[config.mk]
export PLATFORM = sky130hd
export DESIGN_NAME = rs485_slave_node
export DESIGN_NICKNAME = d
export VERILOG_FILES = /design/src/rtl/rs485_slave_node.sv
export SDC_FILE = /design/constraint.sdc
export NUM_CORES = 1
export LEC_CHECK = 0
export ABC_AREA = 1
export CORE_UTILIZATION = 35
export DETAILED_ROUTE_END_ITERATION = 7
export GPL_TIMING_DRIVEN = 0
export MAX_ROUTING_LAYER = met4
export PLACE_DENSITY = 0.56
export SLEW_MARGIN = 20
export SYNTH_ARGS = -nofsm -noshare
export SYNTH_HDL_FRONTEND = slang
export SYNTH_SLANG_ARGS = --single-unit
[constraint.sdc]
create_clock -name clk25 -period 11.8 [get_ports clk25]
set_input_delay 3.54 -clock clk25 [delete_from_list [all_inputs] [get_ports clk25]]
set_output_delay 3.54 -clock clk25 [all_outputs]
set_load 0.005 [all_outputs]
[src/rtl/rs485_slave_node.sv]
// rtl/rs485_slave_node.sv - RS-485 node: 6-byte command receiver, 9-byte response transmitter
module rs485_slave_node #(
  parameter int          CLK_DIV   = 2604,
  parameter logic [7:0]  NODE_ADDR = 8'h01,
  parameter int          TURN_BITS = 2,
  parameter int          GAP_BITS  = 20
) (
  input  logic        clk25,
  input  logic        reset,
  input  logic        rx,
  output logic        tx,
  output logic        en,
  input  logic [55:0] rsp_data,
  output logic        cmd_valid,
  output logic [7:0]  cmd_op,
  output logic [23:0] cmd_arg,
  output logic        busy,
  output logic        err
);

  localparam int GAP_CYC  = GAP_BITS * CLK_DIV;
  localparam int TURN_CYC = TURN_BITS * CLK_DIV;
  localparam int MAX_CYC  = (GAP_CYC > TURN_CYC) ? ((GAP_CYC > CLK_DIV) ? GAP_CYC : CLK_DIV)
                                                 : ((TURN_CYC > CLK_DIV) ? TURN_CYC : CLK_DIV);
  localparam int CW       = $clog2(MAX_CYC + 1);

  typedef enum logic [2:0] {S_IDLE, S_RX, S_CHECK, S_TURN, S_TX, S_DONE} state_t;

  state_t        state_q, state_d;
  logic          sync1_q, sync2_q, prev_q;
  logic [CW-1:0] cnt_q, cnt_d, gap_q, gap_d;
  logic [3:0]    bit_q, bit_d, byte_q, byte_d;
  logic          in_char_q, in_char_d;
  logic [7:0]    rx_sh_q, rx_sh_d;
  logic [47:0]   cmd_buf_q, cmd_buf_d;
  logic [71:0]   rsp_buf_q, rsp_buf_d;
  logic [9:0]    tx_sh_q, tx_sh_d;
  logic [7:0]    cmd_op_q, cmd_op_d;
  logic [23:0]   cmd_arg_q, cmd_arg_d;
  logic          en_q, en_d, busy_q, busy_d;
  logic          rx_fall;

  function automatic logic [7:0] byte_sum(input logic [71:0] v, input int n);
    logic [7:0] s;
    s = '0;
    for (int i = 0; i < 9; i++) if (i < n) s = s + v[i*8 +: 8];
    return s;
  endfunction

  assign rx_fall = prev_q & ~sync2_q;

  always_ff @(posedge clk25) begin
    if (reset) begin
      state_q   <= S_IDLE;
      sync1_q   <= 1'b1;
      sync2_q   <= 1'b1;
      prev_q    <= 1'b1;
      cnt_q     <= '0;
      gap_q     <= '0;
      bit_q     <= '0;
      byte_q    <= '0;
      in_char_q <= 1'b0;
      rx_sh_q   <= '0;
      cmd_buf_q <= '0;
      rsp_buf_q <= '0;
      tx_sh_q   <= '0;
      cmd_op_q  <= '0;
      cmd_arg_q <= '0;
      en_q      <= 1'b0;
      busy_q    <= 1'b0;
    end else begin
      state_q   <= state_d;
      sync1_q   <= rx;
      sync2_q   <= sync1_q;
      prev_q    <= sync2_q;
      cnt_q     <= cnt_d;
      gap_q     <= gap_d;
      bit_q     <= bit_d;
      byte_q    <= byte_d;
      in_char_q <= in_char_d;
      rx_sh_q   <= rx_sh_d;
      cmd_buf_q <= cmd_buf_d;
      rsp_buf_q <= rsp_buf_d;
      tx_sh_q   <= tx_sh_d;
      cmd_op_q  <= cmd_op_d;
      cmd_arg_q <= cmd_arg_d;
      en_q      <= en_d;
      busy_q    <= busy_d;
    end
  end

  always_comb begin
    state_d   = state_q;
    cnt_d     = cnt_q;
    gap_d     = gap_q;
    bit_d     = bit_q;
    byte_d    = byte_q;
    in_char_d = in_char_q;
    rx_sh_d   = rx_sh_q;
    cmd_buf_d = cmd_buf_q;
    rsp_buf_d = rsp_buf_q;
    tx_sh_d   = tx_sh_q;
    cmd_op_d  = cmd_op_q;
    cmd_arg_d = cmd_arg_q;
    en_d      = en_q;
    busy_d    = busy_q;
    cmd_valid = 1'b0;
    err       = 1'b0;
    unique case (state_q)
      S_IDLE: begin
        if (rx_fall) begin
          state_d   = S_RX;
          in_char_d = 1'b1;
          cnt_d     = CW'(CLK_DIV / 2 - 1);
          bit_d     = '0;
          byte_d    = '0;
          gap_d     = '0;
        end
      end
      S_RX: begin
        if (in_char_q) begin
          if (cnt_q != '0) begin
            cnt_d = cnt_q - 1'b1;
          end else begin
            cnt_d = CW'(CLK_DIV - 1);
            if (bit_q == 4'd0) begin
              // Line high at mid start bit: false start, resume waiting
              if (sync2_q) begin
                in_char_d = 1'b0;
                if (byte_q == 4'd0) state_d = S_IDLE;
              end else begin
                bit_d = 4'd1;
              end
            end else if (bit_q != 4'd9) begin
              rx_sh_d = {sync2_q, rx_sh_q[7:1]};
              bit_d   = bit_q + 4'd1;
            end else if (!sync2_q) begin
              err     = 1'b1;
              state_d = S_IDLE;
            end else begin
              cmd_buf_d = {rx_sh_q, cmd_buf_q[47:8]};
              in_char_d = 1'b0;
              gap_d     = '0;
              if (byte_q == 4'd5) state_d = S_CHECK;
              else byte_d = byte_q + 4'd1;
            end
          end
        end else if (gap_q == CW'(GAP_CYC - 1)) begin
          // Timeout wins over a coincident start edge
          err     = 1'b1;
          state_d = S_IDLE;
        end else begin
          gap_d = gap_q + 1'b1;
          if (rx_fall) begin
            in_char_d = 1'b1;
            cnt_d     = CW'(CLK_DIV / 2 - 1);
            bit_d     = '0;
          end
        end
      end
      S_CHECK: begin
        state_d = S_IDLE;
        if (byte_sum({24'h0, cmd_buf_q}, 5) != cmd_buf_q[47:40]) begin
          err = 1'b1;
        end else if (cmd_buf_q[7:0] == NODE_ADDR || cmd_buf_q[7:0] == 8'hFF) begin
          cmd_valid = 1'b1;
          cmd_op_d  = cmd_buf_q[15:8];
          cmd_arg_d = cmd_buf_q[39:16];
          rsp_buf_d = {byte_sum({8'h0, rsp_data, NODE_ADDR}, 8), rsp_data, NODE_ADDR};
          if (cmd_buf_q[7:0] == NODE_ADDR) begin
            busy_d  = 1'b1;
            en_d    = 1'b1;
            cnt_d   = CW'(TURN_CYC - 1);
            state_d = S_TURN;
          end
        end
      end
      S_TURN: begin
        if (cnt_q != '0) begin
          cnt_d = cnt_q - 1'b1;
        end else begin
          tx_sh_d   = {1'b1, rsp_buf_q[7:0], 1'b0};
          rsp_buf_d = {8'h0, rsp_buf_q[71:8]};
          cnt_d     = CW'(CLK_DIV - 1);
          bit_d     = '0;
          byte_d    = '0;
          state_d   = S_TX;
        end
      end
      S_TX: begin
        if (cnt_q != '0) begin
          cnt_d = cnt_q - 1'b1;
        end else begin
          cnt_d = CW'(CLK_DIV - 1);
          if (bit_q != 4'd9) begin
            tx_sh_d = {1'b1, tx_sh_q[9:1]};
            bit_d   = bit_q + 4'd1;
          end else if (byte_q == 4'd8) begin
            state_d = S_DONE;
          end else begin
            tx_sh_d   = {1'b1, rsp_buf_q[7:0], 1'b0};
            rsp_buf_d = {8'h0, rsp_buf_q[71:8]};
            byte_d    = byte_q + 4'd1;
            bit_d     = '0;
          end
        end
      end
      S_DONE: begin
        en_d    = 1'b0;
        busy_d  = 1'b0;
        state_d = S_IDLE;
      end
      default: state_d = S_IDLE;
    endcase
  end

  assign tx      = (state_q == S_TX) ? tx_sh_q[0] : 1'b1;
  assign en      = en_q;
  assign busy    = busy_q;
  assign cmd_op  = cmd_op_q;
  assign cmd_arg = cmd_arg_q;

endmodule
---- Word level (Yosys, flattened, before mapping) ----
Index checks and enable logic that the tools add are counted.
word-level totals
  register bits after elaboration ......... 218
  output and inout port bits .............. 37
cells by class
  bitwise logic cells ..................... 6
  multiplexer cells ....................... 119
  reductions and logical operators ........ 24
  eq/ne operators ......................... 40
  add/subtract/negate cells ............... 15
operators with widths
  operator                                                               number
  72-bit two-way mux                                                     6
  16-bit two-way mux                                                     14
  72-bit case mux with 3 select lines                                    1
  8-bit two-way mux                                                      26
  8-bit adder                                                            11
  4-bit two-way mux                                                      21
  16-bit case mux with 4 select lines                                    1
  3-bit two-way mux                                                      14
  10-bit two-way mux                                                     4
  16-bit case mux with 2 select lines                                    1
  4-bit case mux with 4 select lines                                     2
  2-bit != test (second input constant)                                  15
  4-bit != test (second input constant)                                  6
  1-bit two-way mux                                                      21
  3-bit != test (second input constant)                                  7
  10-bit case mux with 2 select lines                                    1
  16-bit by 1-bit adder with 16-bit output (second input constant)       1
  16-bit == test (second input constant)                                 1
  16-bit nonzero test                                                    1
  16-bit by 1-bit subtractor with 16-bit output (second input constant)  1
  3-bit case mux with 5 select lines                                     1
  7-bit AND reduction                                                    2
  12-bit AND reduction                                                   1
  11-bit AND reduction                                                   1
  other kinds (27)                                                       44

---- Longest topological paths before layout ----
Gate-level depths: netlist (run 1).
  word-level depth ........................ 41
  depth in mapped cells ................... 39

---- Least setup slack after synthesis (run 1) ----
No wires, ideal clock.
  path type ............................... in2reg
  start ................................... in rsp_data[0]
  end ..................................... reg rsp_buf_q[71]
  stages .................................. 33
  arrival time ............................ 8.404 ns
  library setup time ...................... 0.128 ns
  buffers on the path ..................... 0
  setup slack ............................. 3.269 ns
  cells stage by stage .................... ha_1 xor2_1 ha_1 o21ai_0 xor2_1 ha_1 nand2_1 o21ai_0 xor2_1 inv_1 ha_1 inv_1 xor2_1 inv_1 ha_1 inv_1 o21ai_0 xnor2_1 inv_1 ha_1 a21oi_1 xnor2_1 ha_1 a21oi_1 o31ai_1 a21oi_1 nand3_1 nand2_1 nand3_1 nand2_1 nor2_1 nor2_1 nor2_1
between the ends
  cells in the longest elaborated chain, start to end .. 28
RTL lines
  what                                 line  text
  from (decl)                          13    input logic [55:0] rsp_data,
  8-bit adder                          46    for (int i = 0; i < 9; i++) if (i < n) s = s + v[i*8 +: 8];
  8-bit two-way mux                    165   end else if (cmd_buf_q[7:0] == NODE_ADDR || cmd_buf_q[7:0] == 8'hFF) begin
  8-bit two-way mux                    163   if (byte_sum({24'h0, cmd_buf_q}, 5) != cmd_buf_q[47:40]) begin
  8-bit two-way mux                    109   unique case (state_q)
  8-bit adder                          46
  8-bit two-way mux                    165
  8-bit two-way mux                    163
  8-bit two-way mux                    109
  [12 not listed]                      -
  8-bit adder                          46
  8-bit two-way mux                    165
  8-bit two-way mux                    163
  8-bit two-way mux                    109
  8-bit adder                          46
  72-bit two-way mux                   165
  72-bit two-way mux                   163
  72-bit case mux with 3 select lines  109
  to (signal assigned)                 83    rsp_buf_q <= rsp_buf_d;
  to (decl)                            36    logic [71:0] rsp_buf_q, rsp_buf_d;
No other way between the ends. The select of a mux whose other input is x is not followed.
A chain may end at the register's enable or synchronous reset.

---- Worst setup path in the final report (run 1) ----
  start ................................... reg cmd_buf_q[0]
  end ..................................... out cmd_valid
between the ends
  cells in the longest elaborated chain, start to end .. 12
  elaborated cells between the ends (all ways) .. 16
  classes of those cells .................. add/sub: 4; eq/ne: 3; mux: 8; reduce/logical: 1
RTL lines
  what                    line  text
  from (decl)             35    logic [47:0] cmd_buf_q, cmd_buf_d;
  from (signal assigned)  82    cmd_buf_q <= cmd_buf_d;
  8-bit two-way mux       109
  8-bit adder             46
  8-bit two-way mux       109
  8-bit adder             46
  8-bit two-way mux       109
  8-bit adder             46
  8-bit two-way mux       109
  8-bit adder             46
  8-bit two-way mux       109
  8-bit != test           163
  1-bit two-way mux (*)   163
  1-bit two-way mux (*)   109
  to (decl)               14    output logic cmd_valid,
Mark *: on every way between the ends. The rest lies on a longest branch, timed or not. The select of a mux whose other input is x is not followed.

==> impl_metrics.toml, run 1 <==
[outcome]
status = "finished, final reports clean"

[sta]
setup_tns_ns = 0
final_hold_viol_count = 0
finalCriticalPeriod_ns = 9.70
worst_slew_pin_slew_ns = 1.03
skew_ns = 0.0156
rsz0062_at_grt = "no"
finalSetupViolations = 0
fin_crit_sh_pct = 82.2
max_freq_mhz = 103
hold_ws_ns = 0.425
final_max_slew_viol_count = 0
slew_headroom_pct = 30.6

[die]
dieWidth_um = 196
die_h_um = 196
dieArea_sq_um = 38500
rows = 70
start_util_pct = 35.9
io_pins = 96
core_area_sq_um = 36900

[route]
drt-total-wl_mm = 40.2
drt.antenna.violating_nets = 0
routedWlPerCell_um = 15.4
via_per_inst = 4.98
firstDrtPassIters = 5
vias = 13000
drt_iter0_drc = 946
drc_errors = 0

[critical_path]
crit_buf_inv = 6
cp-start-kind = "register"
cp_max_fo = 10
path_class = "reg2out"
worstPathArrival_ns = 6.16
critPathTopFamily = "adder cells"
path_common_cell = "nand2_1"
slowest_stage = "clkdlybuf4s50_1"
required_ns = 8.26
crit_path_end_kind = "output pin"
max_stage_delay_ns = 0.53

[power]
leakagePower_nw = 7.02
peakVddDrop_mv = 0.204
p_per_area_nw_per_um2 = 249
p_total_mw = 3.90

[logic_synthesis]
synth_cell_types = 50
synth_top_family_by_area = "simple AND/OR/NAND/NOR gates"
syn_nets = 2115
synth.yosys.warnings = 0
synthXorXnorAreaFrac_pct = 4.54
synthCells = 1965
avgSynthCellArea_sq_um = 6.73
synthesis.area_sq_um = 13200
synth.area.top_cells = "dfxtp_1, nand2_1, nor2_1, ha_1, o21ai_0"
yosys.area_share.adder_pct = 9.18
ys_seq_elements = 218
synthSimpleGateAreaFrac_pct = 27.0
synth_top_area_cell = "dfxtp_1"
yosysTopAreaCellShare_pct = 33.0
synth_compound_area_share_pct = 17.2
seq_area_frac_synth_pct = 33.0
synth_mux_area_share_pct = 0

[clock_tree]
cts.repair.resized = 0
clock_latency_ns = 0.54
cts_made_buffers = 25
cts_buffer_depth = 3
cts_tree = "yes"
cts_root_buf = "clkbuf_16"
clk_pin_slew_ns = 0.06
cts_max_level = 1
postCtsSetupRepairBufs = 0
clock-sinks = 218
cts_hold_buf = 0

[finish]
diodes = 0
nets = 2237
syn_to_final_growth_pct = 18.2
layout-drive-gt1-share_pct = 4.99
fin_cells = 2609
fin_util_pct = 42.4

[global_routing]
overflow = 0
antenna_found_initial = 0
grt_start_max_net_pins = 13
grt_pass1_wl_mm = 65.7
grt_util_all_layers_pct = 21.6
grt_pass1_vias = 12600

[placed_design]
io_buffers = 95
place_congestion = 0.920
dp_hpwl_mm = 30.9
numPlacedInstances = 2564

[flow_run]
max-cap-violations = 0

[min_path]
hold_class = "reg2reg"
## cell usage after synthesis (all sizes together)
cell type,count
a21o,3
nand2,404
buf,30
a32oi,1
fa,10
clkinv,3
xor2,29
inv,215
xnor2,37
clkbuf,44
nor4,4
a31oi,14
a21oi,138
nand4,22
a2111oi,1
dfxtp,218
o211ai,7
o31ai,5
ha,81
o2111ai,3
a211oi,5
nor3,19
or2,6
a22oi,2
xnor3,1
o211a,1
nand3,80
nand3b,2
o21ai,237
o21a,6
nor2,333
o311ai,4
## flip-flops by register name, indices dropped and copies added (netlist names)
register   flops
rsp_buf_q     72
cmd_buf_q     48
cmd_arg       24
cnt_q         16
gap_q         16
tx_sh_q       10
cmd_op         8
rx_sh_q        8
bit_q          4
byte_q         4
state_q        3
busy           1
in_char_q      1
prev_q         1
sync1_q        1
sync2_q        1
## cell type report
| class | instances | area, sq um |
|---|---|---|
| fillers | 3906 | 21300 |
| multi-input cells | 1455 | 7660 |
| flip-flops and latches | 218 | 4360 |
| repair buffers | 95 | 951 |
| inverters | 218 | 821 |
| clock buffers | 36 | 687 |
| well taps | 504 | 631 |
| plain buffers | 74 | 369 |
| clock inverters | 9 | 131 |
## report_power, final
| part | leakage, nW | internal (mW) | switching, mW |
|---|---|---|---|
| sequential | 1.77 | 0.864 | 0.0865 |
| clock | 0.388 | 0.470 | 0.315 |
| combinational | 4.86 | 0.790 | 1.37 |
## through the flow
| step | instance area, sq um | setup slack, ns |
|---|---|---|
| detailed placement | 14800 | 1.77 |
| global placement | 14800 | 1.88 |
| global route | 15600 | 1.57 |
| floorplan | 13200 | 3.27 |
| CTS | 15600 | 2.05 |
| finish | 15600 | 2.10 |
## layer usage
layer	vias up	GRT usage [%]	part of all wire (%)
met5	-	-	0
met4	0	5.09	2.0
met3	62	1.64	4.8
met2	341	35.7	46
met1	5958	28.8	47
li1	6635	-	-
## cells in the final DEF, fill, tap and decap left out, types with 5 or more instances in the layout
| cell type | count |
|---|---|
| a21oi_1 | 137 |
| dfxtp_1 | 218 |
| clkbuf_16 | 25 |
| nand2_1 | 399 |
| o21a_1 | 6 |
| nand3_1 | 77 |
| nor3_1 | 17 |
| xor2_1 | 29 |
| fa_1 | 10 |
| buf_2 | 18 |
| a211oi_1 | 5 |
| o31ai_1 | 5 |
| nor2_2 | 10 |
| inv_1 | 202 |
| or2_2 | 6 |
| xnor2_1 | 37 |
| a31oi_1 | 14 |
| o21ai_0 | 169 |
| o211ai_1 | 7 |
| clkdlybuf4s50_1 | 95 |
| o21ai_1 | 67 |
| ha_1 | 81 |
| nand4_1 | 21 |
| inv_2 | 12 |
| nor2_1 | 323 |
| clkbuf_1 | 53 |
## path summary, 6_finish.rpt
kind,from,endpoint,slack [ns],depth (start not counted)
min,sync1_q,sync2_q,0.42,1
max,cmd_buf_q[0],cmd_valid,2.10,29
max reg2reg,cmd_buf_q[0],cmd_arg[23],6.34,30
min reg2reg,sync1_q,sync2_q,0.42,1
## cells by family (layout without fill, tap and decap cells)
group,Yosys count,in the layout
flops,218,218
xor+xnor,67,67
fa+ha+maj,91,91
compound gates,427,427
simple gates,870,870
buf+inv,292,432
No activity file was read; power rests on OpenSTA's default activity.
==> run 2: changes to the inputs <==
--- a/config.mk
+++ b/config.mk
@@ -10,7 +10,7 @@
 export DETAILED_ROUTE_END_ITERATION = 7
 export GPL_TIMING_DRIVEN = 0
 export MAX_ROUTING_LAYER = met4
-export PLACE_DENSITY = 0.56
+export PLACE_DENSITY = 0.58
 export SLEW_MARGIN = 20
 export SYNTH_ARGS = -nofsm -noshare
 export SYNTH_HDL_FRONTEND = slang
==> constraint.sdc (replaced) <==
create_clock -name clk25 -period 8.8 [get_ports clk25]
set_input_delay 2.64 -clock clk25 [delete_from_list [all_inputs] [get_ports clk25]]
set_output_delay 2.64 -clock clk25 [all_outputs]
set_load 0.005 [all_outputs]
==> run 2 against run 1 <==
Cell area is 1.3% higher. Final cell count hardly changed. Clock power is 55% higher.
==> impl_metrics.toml, run 2 (synthesis gave the netlist of run 1 again) <==
[finish]
regMostFlops = "rsp_buf_q"
diodes = 0
layout-drive-gt1-share_pct = 5.60
largest_reg_flops = 72
fin_util_pct = 42.9
nets = 2237
final_cell_mix = "nand2_1, nor2_1, dfxtp_1, inv_1, o21ai_0"
layout_commonest_cell = "nand2_1"
syn_to_final_growth_pct = 19.6

[clock_tree]
clk_pin_slew_ns = 0.06
cts_hold_buf = 0
cts_buffer_depth = 3
cts_root_buf = "clkbuf_16"
cts_made_buffers = 25
clock-sinks = 218
cts.repair.resized = 0
cts_tree = "yes"
postCtsSetupRepairBufs = 0
clock_latency_ns = 0.54
cts_max_level = 1

[critical_path]
max_stage_delay_ns = 0.51
slowest_stage = "clkdlybuf4s50_1"
path_common_cell = "nand2_1"
worstPathArrival_ns = 5.73
cp_max_fo = 10
crit_path_end_kind = "output pin"
crit_buf_inv = 6
cp-start-kind = "register"
r2r_start = "cmd_buf_q[0]"
critPathLaunch = "cmd_buf_q[0]"
critPathTopFamily = "adder cells"
path_class = "reg2out"
required_ns = 6.16

[power]
p_per_area_nw_per_um2 = 342
leakagePower_nw = 7.12
peakVddDrop_mv = 0.296

[route]
via_per_inst = 4.97
drc_errors = 0
firstDrtPassIters = 6
drt_iter0_drc = 846
drt-total-wl_mm = 39.0
routedWlPerCell_um = 14.9
drt.antenna.violating_nets = 0
vias = 13000

[sta]
fin_crit_sh_pct = 95.1
skew_ns = 0.0201
final_hold_viol_count = 0
finalCriticalPeriod_ns = 8.37
final_max_slew_viol_count = 0
rsz0062_at_grt = "yes"
finalSetupViolations = 0
worst_slew_pin_slew_ns = 1.08
max_freq_mhz = 119
setup_ws_ns = 0.428
slew_headroom_pct = 27.1

[die]
start_util_pct = 35.9
core_area_sq_um = 36900
rows = 70
io_pins = 96
dieWidth_um = 196
dieArea_sq_um = 38500
die_h_um = 196

[global_routing]
antenna_found_initial = 0
grt_pass1_wl_mm = 63.0
grt_pass1_vias = 12300
grt_util_all_layers_pct = 20.6
grt_start_max_net_pins = 14
overflow = 0

[placed_design]
dp_hpwl_mm = 30.0
place_congestion = 0.887
io_buffers = 95
detailedPlace.worstSlack_ns = -0.461

[min_path]
hold_class = "reg2reg"
hp-start = "sync1_q"

[flow_run]
max-cap-violations = 0

[outcome]
status = "finished, final reports clean"
-- run 2: cell types whose count changed in the layout (fill, tap and decap cells not counted), moves of 2 or more --
cell	previous run	this run
bufinv_16	3	8
o21ai_1	67	71
clkinvlp_4	3	1
clkinv_2	2	4
o21ai_2	1	4
clkbuf_1	53	48
o21ai_0	169	162
-- run 2: metrics by stage --
step	area [sq um]	hold WS, ns	TNS (ns)	std cells	total power, mW
6_report	15800	0.412	0	2610	5.41
5_1_grt	15800	0.426	-0.0267	2610	5.90
4_1_cts	15800	0.411	0	2610	5.41
3_5_place_dp	14800	0.402	-0.461	2564	4.18
3_3_place_gp	14800	0.402	-0.291	2564	4.13
2_1_floorplan	13200	0.389	0	1965	3.47
-- run 2: final cells by class --
type,count,area [sq um]
plain buffers,74,372
clock buffers,32,682
clock inverters,14,288
fillers,3890,21100
inverters,218,821
multi-input cells,1455,7710
flip-flops and latches,218,4360
well taps,504,631
repair buffers,95,951
-- run 2: report_power, final --
group	internal, mW	switching (mW)	leakage (nW)
Combinational	1.07	1.84	4.88
Sequential	1.16	0.116	1.77
Clock	0.785	0.436	0.473
Total	3.01	2.39	7.12
-- run 2: worst paths after layout --
path,slack (ns),to,cells past startpoint
setup reg to reg,3.45,rsp_buf_q[43],32
hold reg to reg,0.41,sync2_q,1
hold / removal,0.41,sync2_q,1
setup / recovery,0.43,cmd_valid,29
-- run 2: layer usage --
metal  global-route usage (%)  share of wire, %  up-vias
met3                     2.09               4.5       42
met5                        -                 0        -
met2                     34.4                46      307
li1                         -                 -     6644
met1                     27.1                48     5966
met4                     4.02               1.6        0
==> run 3: changes to the inputs <==
--- a/config.mk
+++ b/config.mk
@@ -11,6 +11,7 @@
 export GPL_TIMING_DRIVEN = 0
 export MAX_ROUTING_LAYER = met4
 export PLACE_DENSITY = 0.58
+export RECOVER_POWER = 25
 export SLEW_MARGIN = 20
 export SYNTH_ARGS = -nofsm -noshare
 export SYNTH_HDL_FRONTEND = slang
==> run 3 against run 2 <==
Critical path depth unchanged. Clock power about the same. Sequential power about the same. Core utilization is essentially flat. Worst setup slack better by 0.013 ns. Clock skew fell by 0.0023 ns. Maximum frequency rose by 0.15%. Combinational power is essentially flat. First-iteration DRC count down 5.4%.
==> impl_metrics.toml, run 3 (synthesis gave the netlist of run 1 again) <==
[outcome]
status = "finished, final reports clean"

[global_routing]
grt_pass1_vias = 12300
grt_pass1_wl_mm = 63.0
overflow = 0
grt_util_all_layers_pct = 20.6
antenna_found_initial = 0
grt_start_max_net_pins = 14

[min_path]
hold_class = "reg2reg"

[route]
drt.antenna.violating_nets = 0
firstDrtPassIters = 5
drc_errors = 0
drt_iter0_drc = 800
drt-total-wl_mm = 39.0
via_per_inst = 4.94
vias = 12900
routedWlPerCell_um = 14.9

[finish]
final_cell_mix = "nand2_1, nor2_1, dfxtp_1, inv_1, o21ai_0"
fin_cells = 2610
fillCellCount = 3892
multiInputGateArea_sq_um = 7700
fin_util_pct = 42.9
ff_latch_area_sq_um = 4360
nets = 2237
syn_to_final_growth_pct = 19.6
diodes = 0
layout-drive-gt1-share_pct = 5.51
fin_area_sq_um = 15800
largest_reg_flops = 72
regMostFlops = "rsp_buf_q"
layout_commonest_cell = "nand2_1"

[sta]
final_hold_viol_count = 0
setup_ws_ns = 0.441
fin_crit_sh_pct = 95.0
skew_ns = 0.0178
rsz0062_at_grt = "yes"
final_max_slew_viol_count = 0
max_freq_mhz = 120
slew_headroom_pct = 26.7
finalCriticalPeriod_ns = 8.36
finalSetupViolations = 0
worst_slew_pin_slew_ns = 1.09

[flow_run]
max-cap-violations = 0

[placed_design]
place_congestion = 0.887
numPlacedInstances = 2564
dp_hpwl_mm = 30.0
io_buffers = 95
detailedPlace.worstSlack_ns = -0.461
place_area_sq_um = 14800

[critical_path]
required_ns = 6.16
cp_max_fo = 10
crit_path_end_kind = "output pin"
slowest_stage = "clkdlybuf4s50_1"
worstPathArrival_ns = 5.72
path_class = "reg2out"
path_common_cell = "nand2_1"
cp-start-kind = "register"
max_stage_delay_ns = 0.52

[clock_tree]
cts_tree = "yes"
cts_made_buffers = 25
clk_pin_slew_ns = 0.06
clock_latency_ns = 0.54
cts_root_buf = "clkbuf_16"
cts_buffer_depth = 3
postCtsSetupRepairBufs = 0
clock-sinks = 218
cts_max_level = 1

[die]
core_area_sq_um = 36900
rows = 70
die_h_um = 196
dieArea_sq_um = 38500
start_util_pct = 35.9
io_pins = 96
dieWidth_um = 196

[power]
p_per_area_nw_per_um2 = 342
peakVddDrop_mv = 0.296
leakagePower_nw = 7.21
p_total_mw = 5.41
-- run 3: cell count changes in the layout (fill, tap and decap cells not counted), sizes merged --
| cell | delta |
|---|---|
| clkdlybuf4s50 | -27 |
| clkinv | +1 |
| dlygate4sd3 | +27 |
| inv | -1 |
-- run 3: layout make-up --
type,count,area share [%]
multi-input combinational,1455,48.7
sequential,218,27.6
timing repair buffer,95,6.01
inverter,218,5.19
clock buffer,32,4.31
tap,504,3.99
buffer,74,2.35
clock inverter,14,1.82
-- run 3: routing by layer --
metal  vias to the layer above  part of all wire, %  track usage (%)  wire length (um)
li1                       6642                    -                -                 -
met2                       278                   46             34.4             18000
met4                         0                  1.7             4.02               649
met1                      5933                   48             27.1             18600
met5                         -                    0                -                 0
met3                        41                  4.3             2.09              1670
-- run 3: power breakdown --
part / leakage [nW] / switching (mW) / internal, mW / total, mW
logic: 4.97 / 1.84 / 1.07 / 2.91
clock network: 0.473 / 0.436 / 0.785 / 1.22
registers: 1.77 / 0.116 / 1.16 / 1.27
-- run 3: worst paths after layout --
path / from / endpoint / slack (ns) / cells after the start
worst min-delay path: sync1_q / sync2_q / 0.41 / 1
worst min register to register: sync1_q / sync2_q / 0.41 / 1
worst max-delay path: cmd_buf_q[0] / cmd_valid / 0.44 / 29
worst max register to register: cmd_buf_q[0] / rsp_buf_q[43] / 3.48 / 32
-- run 3: critical path: cells and delay by family, from the launching register on --
family          cells  cell delay [ns]
fa+ha+maj           5             1.54
flops               1             0.37
xor+xnor            3             0.51
compound gates      6             0.88
buf+inv             6             1.06
simple gates        9             0.82
-- run 3: timing repair --
action	in CTS	in global routing
resized for setup	0	18
hold buffers	0	0
setup endpoints to repair	0	3
-- run 3: through the flow --
step                setup TNS (ns)  hold slack, ns
floorplan                        0           0.389
global placement            -0.291           0.402
detailed placement          -0.461           0.402
CTS                              0           0.411
global route               -0.0267           0.426
finish                           0           0.412
